**config.mk**
```make
export PLATFORM = sky130hd
export DESIGN_NAME = sipo_rx_flat
export DESIGN_NICKNAME = d
export VERILOG_FILES = /design/src/rtl/serial_link_pkg.sv /design/src/rtl/sipo_rx_if.sv /design/src/rtl/sipo_shift_reg.sv /design/src/rtl/sipo_rx.sv /design/src/flat_wrapper.sv
export SDC_FILE = /design/constraint.sdc
export NUM_CORES = 1
export LEC_CHECK = 0
export ABC_AREA = 1
export CAP_MARGIN = 5
export CORE_AREA = 2 2 39 41
export CTS_BUF_LIST = sky130_fd_sc_hd__clkbuf_2 sky130_fd_sc_hd__clkbuf_4 sky130_fd_sc_hd__clkbuf_8
export CTS_CLUSTER_DIAMETER = 80
export CTS_CLUSTER_SIZE = 40
export DETAILED_ROUTE_END_ITERATION = 16
export DIE_AREA = 0 0 41 43
export PLACE_DENSITY = 0.78
export SLEW_MARGIN = 20
export SYNTH_ARGS = -nofsm -noshare
export SYNTH_HDL_FRONTEND = slang
export SYNTH_HIERARCHICAL = 1
export SYNTH_SLANG_ARGS = --single-unit
```
**constraint.sdc**
```tcl
create_clock -name clk -period 1.1 [get_ports clk]
set_input_delay 0.22 -clock clk [delete_from_list [all_inputs] [get_ports clk]]
set_output_delay 0.22 -clock clk [all_outputs]
set_load 0.01 [all_outputs]
```
**src/rtl/serial_link_pkg.sv**
```systemverilog
// Shared definitions for both ends of the serial shift link (transmitter and receiver).
package serial_link_pkg;
  localparam int DEFAULT_WIDTH   = 4;
  localparam bit ORDER_MSB_FIRST = 1'b1;
  localparam bit ORDER_LSB_FIRST = 1'b0;

  typedef enum logic {
    IDLE  = 1'b0,
    SHIFT = 1'b1
  } link_state_t;
endpackage

```
**src/rtl/sipo_rx_if.sv**
```systemverilog
// Word-side valid/ready handshake between the receiver and the word-consuming logic.
interface sipo_rx_if #(
  parameter int WIDTH = serial_link_pkg::DEFAULT_WIDTH
) ();
  logic [WIDTH-1:0] data_out;
  logic             out_valid;
  logic             out_ready;

  modport master (output data_out, output out_valid, input out_ready);
  modport slave  (input data_out, input out_valid, output out_ready);
endinterface

```
**src/rtl/sipo_shift_reg.sv**
```systemverilog
// WIDTH-bit serial shift register; nxt is the word including the bit being sampled now.
module sipo_shift_reg
  import serial_link_pkg::*;
#(
  parameter int WIDTH     = DEFAULT_WIDTH,
  parameter bit MSB_FIRST = ORDER_MSB_FIRST
) (
  input  logic             clk,
  input  logic             clear,
  input  logic             en,
  input  logic             din,
  output logic [WIDTH-1:0] nxt
);
  logic [WIDTH-1:0] sr_p0;

  // A new word needs no flush: WIDTH shifts push every stale bit out.
  always_comb begin
    if (MSB_FIRST) nxt = {sr_p0[WIDTH-2:0], din};
    else           nxt = {din, sr_p0[WIDTH-1:1]};
  end

  always_ff @(posedge clk) begin
    if (clear)   sr_p0 <= '0;
    else if (en) sr_p0 <= nxt;
  end
endmodule

```
**src/rtl/sipo_rx.sv**
```systemverilog
// Serial-in parallel-out receiver: assembles WIDTH-bit words and holds them on a valid/ready register.
module sipo_rx
  import serial_link_pkg::*;
#(
  parameter int WIDTH     = DEFAULT_WIDTH,
  parameter bit MSB_FIRST = ORDER_MSB_FIRST,
  localparam int CW       = $clog2(WIDTH + 1)
) (
  input  logic          clk,
  input  logic          clear,
  input  logic          shift,
  input  logic          data_in,
  sipo_rx_if.master     wif,
  output logic          overrun,
  output logic          frame_err,
  output logic [CW-1:0] bit_count
);
  link_state_t      state;
  logic [WIDTH-1:0] word_nxt;
  logic [WIDTH-1:0] data_p0;
  logic             vld_p0;
  logic [CW-1:0]    cnt_p0;
  logic             xfer;

  sipo_shift_reg #(
    .WIDTH     (WIDTH),
    .MSB_FIRST (MSB_FIRST)
  ) u_sr (
    .clk   (clk),
    .clear (clear),
    .en    (shift),
    .din   (data_in),
    .nxt   (word_nxt)
  );

  assign xfer          = vld_p0 && wif.out_ready;
  assign wif.data_out  = data_p0;
  assign wif.out_valid = vld_p0;
  assign bit_count     = cnt_p0;

  always_ff @(posedge clk) begin
    if (clear) begin
      state     <= IDLE;
      cnt_p0    <= '0;
      data_p0   <= '0;
      vld_p0    <= 1'b0;
      overrun   <= 1'b0;
      frame_err <= 1'b0;
    end else begin
      frame_err <= 1'b0;
      // A transfer empties the holder unless a completing word refills it below.
      if (xfer) vld_p0 <= 1'b0;
      unique case (state)
        IDLE: begin
          if (shift) begin
            cnt_p0 <= CW'(1);
            state  <= SHIFT;
          end
        end
        SHIFT: begin
          if (shift) begin
            if (cnt_p0 == CW'(WIDTH - 1)) begin
              cnt_p0 <= '0;
              state  <= IDLE;
              if (!vld_p0 || wif.out_ready) begin
                data_p0 <= word_nxt;
                vld_p0  <= 1'b1;
              end else begin
                overrun <= 1'b1;
              end
            end else begin
              cnt_p0 <= cnt_p0 + CW'(1);
            end
          end else begin
            frame_err <= 1'b1;
            cnt_p0    <= '0;
            state     <= IDLE;
          end
        end
        default: state <= IDLE;
      endcase
    end
  end
endmodule

```
**src/flat_wrapper.sv**
```systemverilog
// flat-port wrapper written by rule: the top's interface ports become plain ports
module sipo_rx_flat import serial_link_pkg::*;
#(
  parameter int WIDTH     = DEFAULT_WIDTH,
  parameter bit MSB_FIRST = ORDER_MSB_FIRST,
  localparam int CW       = $clog2(WIDTH + 1)
)
  (clk, clear, shift, data_in, overrun, frame_err, bit_count, wif_data_out, wif_out_valid, wif_out_ready);
  sipo_rx_if #(.WIDTH(WIDTH)) wif_i ();
  input  logic clk;
  input  logic clear;
  input  logic shift;
  input  logic data_in;
  output logic overrun;
  output logic frame_err;
  output logic [CW-1:0] bit_count;
  output wire logic [$bits(wif_i.data_out)-1:0] wif_data_out;
  output wire logic [$bits(wif_i.out_valid)-1:0] wif_out_valid;
  input wire logic [$bits(wif_i.out_ready)-1:0] wif_out_ready;
  assign wif_data_out = wif_i.data_out;
  assign wif_out_valid = wif_i.out_valid;
  assign wif_i.out_ready = wif_out_ready;
  sipo_rx #(.WIDTH(WIDTH), .MSB_FIRST(MSB_FIRST)) u_core (.clk(clk), .clear(clear), .shift(shift), .data_in(data_in), .wif(wif_i), .overrun(overrun), .frame_err(frame_err), .bit_count(bit_count));
endmodule
```
==> results.py, run 1 <==
metrics = {
    "critical_path": {
        "r2r_end": "u_core/wif.data_out[2]$_SDFFE_PP0P_",
        "start_kind": "register",
        "cp_max_fo": 6,
        "crit_arrival_ns": 1.25,
        "timing.rr.start": "u_core/bit_count[0]$_SDFFE_PP0P_",
        "worstSetupPathType": "register to register",
        "worstPathRequired_ns": 1.27,
        "end_kind": "register",
        "timing.reg2reg.setup_slack_ns": 0.02,
        "r2r_cells": 6,
    },
    "global_routing": {
        "grtUsageMet1_pct": 21.2,
        "use_met2_pct": 23.8,
        "grt_pass1_vias": 487,
        "grt_max_degree": 12,
        "busiest_layer": "met2",
        "grtUsageMet3_pct": 3.14,
        "overflow": 0,
        "grt_usage_pct": 16.3,
        "antenna_found_initial": 0,
        "grt_pass1_wl_mm": 1.94,
    },
    "clocking": {
        "h-tree-depth": 1,
        "cts.reportedPaths.clkPinSlew_ns": 0.07,
        "insertion_delay_ns": 0.27,
        "clock_sink_count": 14,
        "cts-root-buf": "clkbuf_4",
        "post_cts_buffers": 0,
        "holdBufCountCts": 0,
        "cts_tree": "done",
        "cts-buffers-inserted": 3,
        "cts_buffer_depth": 2,
    },
    "sta": {
        "rsz0062_at_grt": "yes",
        "slew_violations": 0,
        "final_hold_viol_count": 0,
        "layout_min_cycle_time_ns": 1.08,
        "finalCritPeriodShare_pct": 98.0,
        "clock_skew_ns": 0.00135,
        "max_slew.worst_pin.slew_ns": 0.178,
        "max_freq_mhz": 928,
        "fin_hold_ws_ns": 0.487,
        "finalSetupViolations": 0,
        "slew_headroom_pct": 88.1,
    },
    "pwr": {
        "clock_power_share_pct": 30.0,
        "pwr-share-comb_pct": 10.7,
        "leakage_nw": 0.403,
        "pwr_density_cell_mw_per_mm2": 1040,
        "p_switching_mw": 0.206,
        "ir_worst_vdd_uv": 920,
        "finalPower_mw": 0.896,
        "p_sw_share_pct": 23.0,
        "sequentialPowerShare_pct": 59.3,
        "p_int_mw": 0.690,
    },
    "drt": {
        "drtPass1Iterations": 5,
        "drt-vias-per-instance": 4.47,
        "ant_nets": 0,
        "vias": 563,
        "detail_route.wl_per_cell_um": 9.61,
        "drc": 0,
        "first_iter_violations": 8,
        "routed_wl_mm": 1.21,
    },
    "yosys": {
        "ys_ff_latch": 14,
        "netlist_area_sq_um": 644,
        "yosysSeqAreaShare_pct": 43.5,
        "synth_fp_nets": 97,
        "synth_cells": 91,
        "postSynthAreaPerCell_sq_um": 7.08,
        "ys_types": 18,
        "synth_warnings": 6,
    },
    "die": {
        "die_w_um": 41,
        "initial_utilization_pct": 46.6,
        "die-height_um": 43,
        "core_area_sq_mm": 0.00138,
        "fp.dieArea_sq_mm": 0.00176,
        "io_pins": 15,
        "rows": 14,
    },
    "cells_and_area": {
        "syn2layout_area_growth_pct": 34.2,
        "layout_common_cells": "inv_1 (17), nand2_1 (17), nor2_1 (15)",
        "nets": 118,
        "fin_cells": 126,
        "filler_cell_count": 123,
        "antenna_cells": 0,
        "drive_gt1_share_pct": 31.8,
        "final_area_sq_um": 865,
    },
    "place": {
        "dpl.hpwl_um": 929,
        "gp_congestion": 0.749,
        "portBuffers": 14,
        "dpl_cell_area_sq_um": 823,
        "dp.cells": 123,
    },
    "job": {
        "maxCapViolations": 0,
    },
    "min_path": {
        "holdPathEnd": "u_core/overrun$_SDFFE_PP0P_",
        "min_from": "u_core/overrun$_SDFFE_PP0P_",
        "min_path_cells": 2,
        "hp-class": "register to register",
    },
    "run_status": {
        "status": "completed",
    },
}
-- Yosys cell counts --
library cell  instances  area [sq um]
o21ai_0               1          5.00
inv_1                18          67.6
nand2_2               3          18.8
nor3_1                2          10.0
ha_1                  1          12.5
o21ai_1               1          5.00
inv_2                 5          18.8
a21oi_1               4          20.0
nand3_4               1          17.5
buf_4                 1          7.51
dfxtp_1              14           280
nor2_2                1          6.26
nor2_1               15          56.3
clkbuf_1              1          3.75
nand2_1              17          63.8
nor2_8                1          20.0
nor2_4                1          11.3
nand3_1               4          20.0
-- power groups by stage --
stage | sequential [mW] | combinational, mW | clock [mW]
final | 0.532 | 0.0959 | 0.268
after floorplan | 0.544 | 0.0514 | 0
after global routing | 0.533 | 0.109 | 0.311
after global placement | 0.543 | 0.0950 | 0
after CTS | 0.532 | 0.0954 | 0.282
after detailed placement | 0.544 | 0.0977 | 0
-- stage by stage --
step	TNS [ns]	worst slack, ns	util (%)
6_report	0	0.0221	62.5
5_1_grt	-0.0427	-0.0325	62.5
4_1_cts	0	0.000876	60.9
3_5_place_dp	-1.52	-0.178	59.5
3_3_place_gp	-1.33	-0.149	59.5
2_1_floorplan	0	0.0129	-
-- per-layer routing --
layer	up-vias	part of all wire, %
li1	301	-
met1	254	44
met2	6	53
met3	2	2.3
met4	0	0.66
met5	-	0
-- flip-flops by register name (all words and copies together) (netlist names) --
register              count
u_core/wif.out_valid      1
u_core/state              1
u_core/frame_err          1
u_core/overrun            1
u_core/u_sr/sr_p0         3
u_core/bit_count          3
u_core/wif.data_out       4
-- worst max-delay path by stage --
stage | from | endpoint | slack, ns | cells after the start
2_1_floorplan | u_core/bit_count[0]$_SDFFE_PP0P_ | u_core/wif.data_out[3]$_SDFFE_PP0P_ | 0.01 | 7
3_3_place_gp | shift | u_core/wif.data_out[3]$_SDFFE_PP0P_ | -0.15 | 6
3_5_place_dp | shift | u_core/wif.data_out[2]$_SDFFE_PP0P_ | -0.18 | 6
4_1_cts | u_core/bit_count[1]$_SDFFE_PP0P_ | u_core/wif.data_out[2]$_SDFFE_PP0P_ | 0.0009 | 6
5_1_grt | u_core/bit_count[1]$_SDFFE_PP0P_ | u_core/wif.data_out[2]$_SDFFE_PP0P_ | -0.03 | 6
6_report | u_core/bit_count[0]$_SDFFE_PP0P_ | u_core/wif.data_out[2]$_SDFFE_PP0P_ | 0.02 | 6
-- what timing repair did --
action                     CTS  global route
setup endpoints to repair   14            15
gates resized for setup     19            22
pin swaps                    0             4
-- final cells by class --
type	instances	area (sq um)	share of cell area, %
inverter	23	88.8	10.3
timing repair buffer	18	144	16.6
clock buffer	3	22.5	2.60
tap	16	20.0	2.32
multi-input combinational	52	299	34.6
sequential	14	290	33.6
-- critical path, stage by stage (launching register included) --
cell	delay [ns]
dfxtp_4	0.37
ha_4	0.15
nand2_4	0.06
nor2_4	0.18
nand3_1	0.11
nand2_1	0.08
nor2_1	0.04
-- cells by family (layout without fill, tap and decap cells) --
| kind of cell | Yosys count | in the layout | synth area share (%) |
|---|---|---|---|
| flip-flops | 14 | 14 | 43.5 |
| buffers and inverters | 25 | 44 | 15.1 |
| adder cells (fa/ha/maj) | 1 | 1 | 1.94 |
| AO/OA/AOI/OAI | 6 | 6 | 4.66 |
| AND/OR/NAND/NOR | 45 | 45 | 34.8 |
Note: power is estimated with default switching activity, not from simulation.
==> run 2, diff against run 1 <==
- ABC_AREA: 1 -> unset
- PLACE_DENSITY: 0.78 -> 0.74
==> run 2 against run 1 <==
Net effect:
- the flow now finishes with violations (negative setup slack)
- maximum frequency fell by 12%
- sequential cell count did not move
- clock skew fell by 0.00072 ns
- sequential share of layout area rose by 0.54 points
- clock power rose by 9.7%
- sequential power fell by 2%
- hold slack got worse by 0.0083 ns
- critical path depth fell by 2
- synthesized area fell by 7.6%
- register-to-register slack got worse by 0.14 ns
- synthesized cell count fell by 36%
- combinational power rose by 2%
- critical endpoint is now u_core/wif.data_out[1]$_SDFFE_PP0P_
- largest power group unchanged
==> results.py, run 2 <==
metrics = {
    "job": {
        "maxCapViolations": 0,
    },
    "die": {
        "initial_utilization_pct": 43.0,
        "io_pins": 15,
        "rows": 14,
        "fp.dieArea_sq_mm": 0.00176,
        "core_area_sq_mm": 0.00138,
        "die_w_um": 41,
        "die-height_um": 43,
    },
    "cells_and_area": {
        "syn2layout_area_growth_pct": 43.5,
        "drive_gt1_share_pct": 41.3,
        "final_area_sq_um": 855,
        "fin_cells": 96,
        "antenna_cells": 0,
        "largest_register_ffs": 4,
        "layout_common_cells": "nand2b_1 (9), dfxtp_1 (9), buf_4 (8)",
        "nets": 87,
    },
    "critical_path": {
        "r2r_cells": 4,
        "start_kind": "register",
        "crit_start": "u_core/bit_count[1]$_SDFFE_PP0P_",
        "worstSetupPathType": "register to register",
        "worstPathRequired_ns": 1.30,
        "crit_arrival_ns": 1.42,
        "end_kind": "register",
        "timing.rr.start": "u_core/bit_count[1]$_SDFFE_PP0P_",
        "cp_max_fo": 4,
    },
    "place": {
        "gp_congestion": 0.638,
        "portBuffers": 14,
        "dpl_cell_area_sq_um": 805,
        "dpl.hpwl_um": 793,
        "dp_slack_ns": -0.390,
        "dp.cells": 92,
    },
    "run_status": {
        "violations": "negative setup slack",
        "status": "finished with violations",
    },
    "global_routing": {
        "grt_max_degree": 13,
        "grt_pass1_vias": 442,
        "overflow": 0,
        "antenna_found_initial": 0,
        "grt_pass1_wl_mm": 1.84,
        "grt_usage_pct": 15.5,
    },
    "clocking": {
        "cts_tree": "done",
        "cts-buffers-inserted": 3,
        "cts_buffer_depth": 2,
        "h-tree-depth": 1,
        "holdBufCountCts": 0,
        "insertion_delay_ns": 0.27,
        "cts.reportedPaths.clkPinSlew_ns": 0.08,
        "cts-root-buf": "clkbuf_4",
        "clock_sink_count": 14,
    },
    "yosys": {
        "yosysTopAreaCell": "dfxtp_1",
        "synth_cells": 58,
        "synth_top_flop_cell": "dfxtp_1",
        "synth_warnings": 6,
        "yosysMostFrequentCell": "dfxtp_1",
        "ys_types": 20,
        "netlist_area_sq_um": 596,
        "yosysSeqAreaShare_pct": 47.1,
        "yosys-top-cells-count": "dfxtp_1 (14), nand2b_1 (9), nor2_1 (8), mux2i_1 (7)",
        "ys_ff_latch": 14,
        "netlist.area_leader.share_pct": 47.1,
        "postSynthAreaPerCell_sq_um": 10.3,
        "synth_fp_nets": 64,
        "async_flop_share_pct": 0,
        "yosys-top-cells-area": "dfxtp_1 (47%), mux2i_1 (12%), nand2b_1 (9.5%)",
        "synth_edf_count": 0,
    },
    "sta": {
        "final_hold_viol_count": 0,
        "max_slew.worst_pin.slew_ns": 0.131,
        "fin_hold_ws_ns": 0.479,
        "finalCritPeriodShare_pct": 111,
        "finalSetupViolations": 5,
        "max_freq_mhz": 819,
        "clock_skew_ns": 0.000623,
        "slew_headroom_pct": 91.0,
        "layout_min_cycle_time_ns": 1.22,
        "layout_setup_ws_ns": -0.121,
        "rsz0062_at_grt": "yes",
        "slew_violations": 0,
    },
    "pwr": {
        "ir_worst_vdd_uv": 727,
        "pwr_density_cell_mw_per_mm2": 1070,
        "leakage_nw": 0.333,
    },
    "drt": {
        "routed_wl_mm": 1.11,
        "drt-vias-per-instance": 4.86,
        "vias": 467,
        "drtPass1Iterations": 4,
        "detail_route.wl_per_cell_um": 11.5,
        "first_iter_violations": 5,
        "ant_nets": 0,
        "drc": 0,
    },
    "min_path": {
        "hp-class": "register to register",
        "min_path_cells": 2,
        "min_from": "u_core/wif.data_out[2]$_SDFFE_PP0P_",
    },
}
==> run 2: cell types whose count changed in the layout (fill, tap and decap cells not counted), moves of 3 or more <==
cell | previous run | this run
nand2_1 | 17 | 1
clkbuf_2 | 6 | 2
nand3_2 | 3 | 0
buf_4 | 3 | 8
mux2i_1 | 0 | 7
inv_1 | 17 | 0
nand2b_1 | 0 | 9
inv_2 | 5 | 0
nor2_1 | 15 | 7
==> run 2: metal layers <==
metal,GRT usage (%),vias to the layer above,share of wire [%]
li1,-,238,-
met1,20.9,215,44
met2,22.5,12,50
met3,3.14,2,5.7
met4,8.00,0,0.45
met5,0,-,0
==> run 2: logic make-up after synthesis <==
family,share of synthesized area [%]
simple gates,27.1
buf+inv,6.51
fa+ha+maj,2.10
mux,11.8
compound gates,5.46
flops,47.1
==> run 2: stage by stage <==
step           utilization (%)  power [mW]  TNS [ns]
4_1_cts                   60.6       0.921    -0.651
5_1_grt                   61.8       0.967    -0.863
2_1_floorplan                -       0.581    -0.294
3_3_place_gp              58.1       0.628     -2.82
3_5_place_dp              58.1       0.630     -3.00
6_report                  61.8       0.914    -0.470
==> run 2: worst paths after layout <==
path | slack (ns) | end
worst min register to register | 0.48 | u_core/wif.data_out[2]$_SDFFE_PP0P_
worst min-delay path | 0.48 | u_core/wif.data_out[2]$_SDFFE_PP0P_
worst max-delay path | -0.12 | u_core/wif.data_out[1]$_SDFFE_PP0P_
worst max register to register | -0.12 | u_core/wif.data_out[1]$_SDFFE_PP0P_
==> run 2: final cells by class <==
cell class,count,area (sq um)
clock buffer,3,22.5
clock inverter,1,3.75
fill,138,529
multi-input combinational,39,320
sequential,14,292
tap,16,20.0
timing repair buffer,23,196
==> run 2: worst max-delay path, stage by stage, from the launching register on <==
cell and delay, ns:
dfxtp_4 0.36, ha_4 0.13, nor2b_4 0.13, and4b_2 0.31, mux2i_1 0.21
==> run 2: power breakdown <==
group	leakage, nW	switching, mW	internal (mW)	total [mW]
Combinational	0.201	0.0431	0.0546	0.0977
Sequential	0.117	0.00766	0.515	0.522
Clock	0.0154	0.162	0.131	0.294
==> run 2: timing repair <==
item,in CTS,in global routing
setup endpoints to repair,16,15
setup buffers,0,0
pin swaps,1,3
resized for setup,27,14
==> run 3, diff against run 2 <==
--- a/config.mk
+++ b/config.mk
@@ -14,3 +14,3 @@
 export DIE_AREA = 0 0 41 43
-export PLACE_DENSITY = 0.74
+export DONT_BUFFER_PORTS = 1
 export SLEW_MARGIN = 20
--- a/constraint.sdc
+++ b/constraint.sdc
@@ -3,2 +3,2 @@
 set_output_delay 0.22 -clock clk [all_outputs]
-set_load 0.01 [all_outputs]
+set_load 0.05 [all_outputs]
==> run 3 against run 2 <==
Net effect:
- the run still ends with negative setup slack left
- count of clock-buffer cells in the layout grew 1
- clock skew grew 0.0019 ns
- power grew 5.2%
- via count shrank 9.6%
- sequential cell count is the same
- die area is the same
- maximum frequency grew 3.4%
- sequential share of layout area grew 3.8 points
- routed wire length shrank 4.2%
- sequential power is essentially flat
==> results.py, run 3 (synthesis gave the netlist of run 2 again) <==
metrics = {
    "cells_and_area": {
        "layout_commonest_cell": "buf_4",
        "syn2layout_area_growth_pct": 29.2,
        "drive_gt1_share_pct": 36.1,
        "largest_register_ffs": 4,
        "final_area_sq_um": 769,
        "fin_cells": 88,
        "filler_cell_count": 120,
        "layout_common_cells": "buf_4 (11), nand2b_1 (9), dfxtp_1 (9)",
        "nets": 79,
        "antenna_cells": 0,
        "fin_util_pct": 55.6,
    },
    "die": {
        "fp.dieArea_sq_mm": 0.00176,
        "initial_utilization_pct": 43.0,
        "die-height_um": 43,
        "core_area_sq_mm": 0.00138,
        "rows": 14,
        "die_w_um": 41,
        "io_pins": 15,
    },
    "sta": {
        "final_hold_viol_count": 0,
        "slew_violations": 0,
        "slew_headroom_pct": 78.5,
        "max_freq_mhz": 847,
        "layout_min_cycle_time_ns": 1.18,
        "rsz0062_at_grt": "yes",
        "clock_skew_ns": 0.00254,
        "finalCritPeriodShare_pct": 107,
        "max_slew.worst_pin.slew_ns": 0.321,
        "finalSetupViolations": 5,
        "layout_setup_ws_ns": -0.0805,
    },
    "pwr": {
        "leakage_nw": 0.305,
        "ir_worst_vdd_uv": 770,
        "finalPower_mw": 0.961,
        "pwr_density_cell_mw_per_mm2": 1250,
    },
    "critical_path": {
        "crit_arrival_ns": 1.39,
        "cpLargestDelayFamily": "simple AND/OR/NAND/NOR gates",
        "path_cells": "ha_4 > nor2b_4 > and4b_2 > mux2i_1",
        "start_kind": "register",
        "worst-path-buf-inv": 0,
        "worstPathRequired_ns": 1.31,
        "slowest_stage": "dfxtp_4",
        "end_kind": "register",
        "timing.critical_path.slowest_cell_delay_ns": 0.37,
        "cp_max_fo": 4,
        "worstSetupPathType": "register to register",
    },
    "global_routing": {
        "antenna_found_initial": 0,
        "grt_pass1_vias": 404,
        "overflow": 0,
        "grt_max_degree": 13,
        "grt_usage_pct": 14.8,
        "grt_pass1_wl_mm": 1.66,
    },
    "min_path": {
        "hp-class": "primary input to register",
    },
    "clocking": {
        "cts_tree": "done",
        "cts.reportedPaths.clkPinSlew_ns": 0.09,
        "insertion_delay_ns": 0.27,
        "h-tree-depth": 1,
        "clock_sink_count": 14,
        "cts_buffer_depth": 2,
        "cts-root-buf": "clkbuf_4",
        "cts-buffers-inserted": 3,
        "post_cts_buffers": 0,
    },
    "place": {
        "dpl_cell_area_sq_um": 689,
        "dpl.hpwl_um": 720,
        "portBuffers": 0,
        "gp_congestion": 0.642,
        "dp.cells": 81,
    },
    "run_status": {
        "violations": "negative setup slack",
        "status": "finished with violations",
    },
    "drt": {
        "first_iter_violations": 1,
        "ant_nets": 0,
        "drt-vias-per-instance": 4.80,
        "drtPass1Iterations": 2,
        "vias": 422,
        "drc": 0,
        "detail_route.wl_per_cell_um": 12.1,
        "routed_wl_mm": 1.06,
    },
    "job": {
        "maxCapViolations": 0,
    },
}
run 3: cell count changes in the layout (fill, tap and decap cells not counted), sizes merged:
| cell | previous run | this run |
|---|---|---|
| clkdlybuf4s15 | 5 | 0 |
| clkdlybuf4s50 | 4 | 0 |
| dlygate4sd3 | 0 | 3 |
| clkbuf | 5 | 4 |
| clkinv | 1 | 0 |
run 3: layout make-up:
type / count / area, sq um / area share, %
Clock buffer: 4 / 36.3 / 4.72
Tap cell: 16 / 20.0 / 2.60
Timing Repair Buffer: 15 / 124 / 16.1
Multi-Input combinational cell: 39 / 298 / 38.7
Sequential cell: 14 / 292 / 37.9
run 3: repair_timing:
item                       in CTS  in global routing
setup endpoints to repair       6                 10
hold endpoints to repair        8                  2
hold buffers                    1                  2
gates resized for setup         2                  2
pin swaps                       1                  3
run 3: report_power, final:
group	internal, mW	switching (mW)
Sequential	0.515	0.00769
Clock	0.201	0.163
Combinational	0.0360	0.0392
Total	0.752	0.209
run 3: metrics by stage:
step,worst slack (ns),TNS (ns),hold slack [ns]
final,-0.0805,-0.294,0.0655
after global routing,-0.130,-0.550,0.0557
after CTS,-0.0967,-0.360,0.000550
after detailed placement,-0.130,-0.496,0.284
after global placement,-0.126,-0.396,0.283
after floorplan,-0.191,-0.765,0.292
run 3: path summary, 6_finish.rpt:
check | startpoint | endpoint | slack [ns] | depth (start not counted)
worst min register to register | u_core/wif.data_out[2]$_SDFFE_PP0P_ | u_core/wif.data_out[2]$_SDFFE_PP0P_ | 0.48 | 2
worst max-delay path | u_core/bit_count[1]$_SDFFE_PP0P_ | u_core/wif.data_out[0]$_SDFFE_PP0P_ | -0.08 | 4
worst max register to register | u_core/bit_count[1]$_SDFFE_PP0P_ | u_core/wif.data_out[0]$_SDFFE_PP0P_ | -0.08 | 4
worst min-delay path | shift | u_core/state$_SDFF_PP0_ | 0.07 | 2
run 3: metal layers:
| metal | track usage [%] | part of all wire (%) | up-vias |
|---|---|---|---|
| met5 | 0 | 0 | - |
| met4 | 12.0 | 1.4 | 0 |
| met3 | 3.66 | 4.3 | 2 |
| met2 | 22.2 | 52 | 8 |
| met1 | 16.5 | 42 | 190 |
| li1 | - | - | 222 |
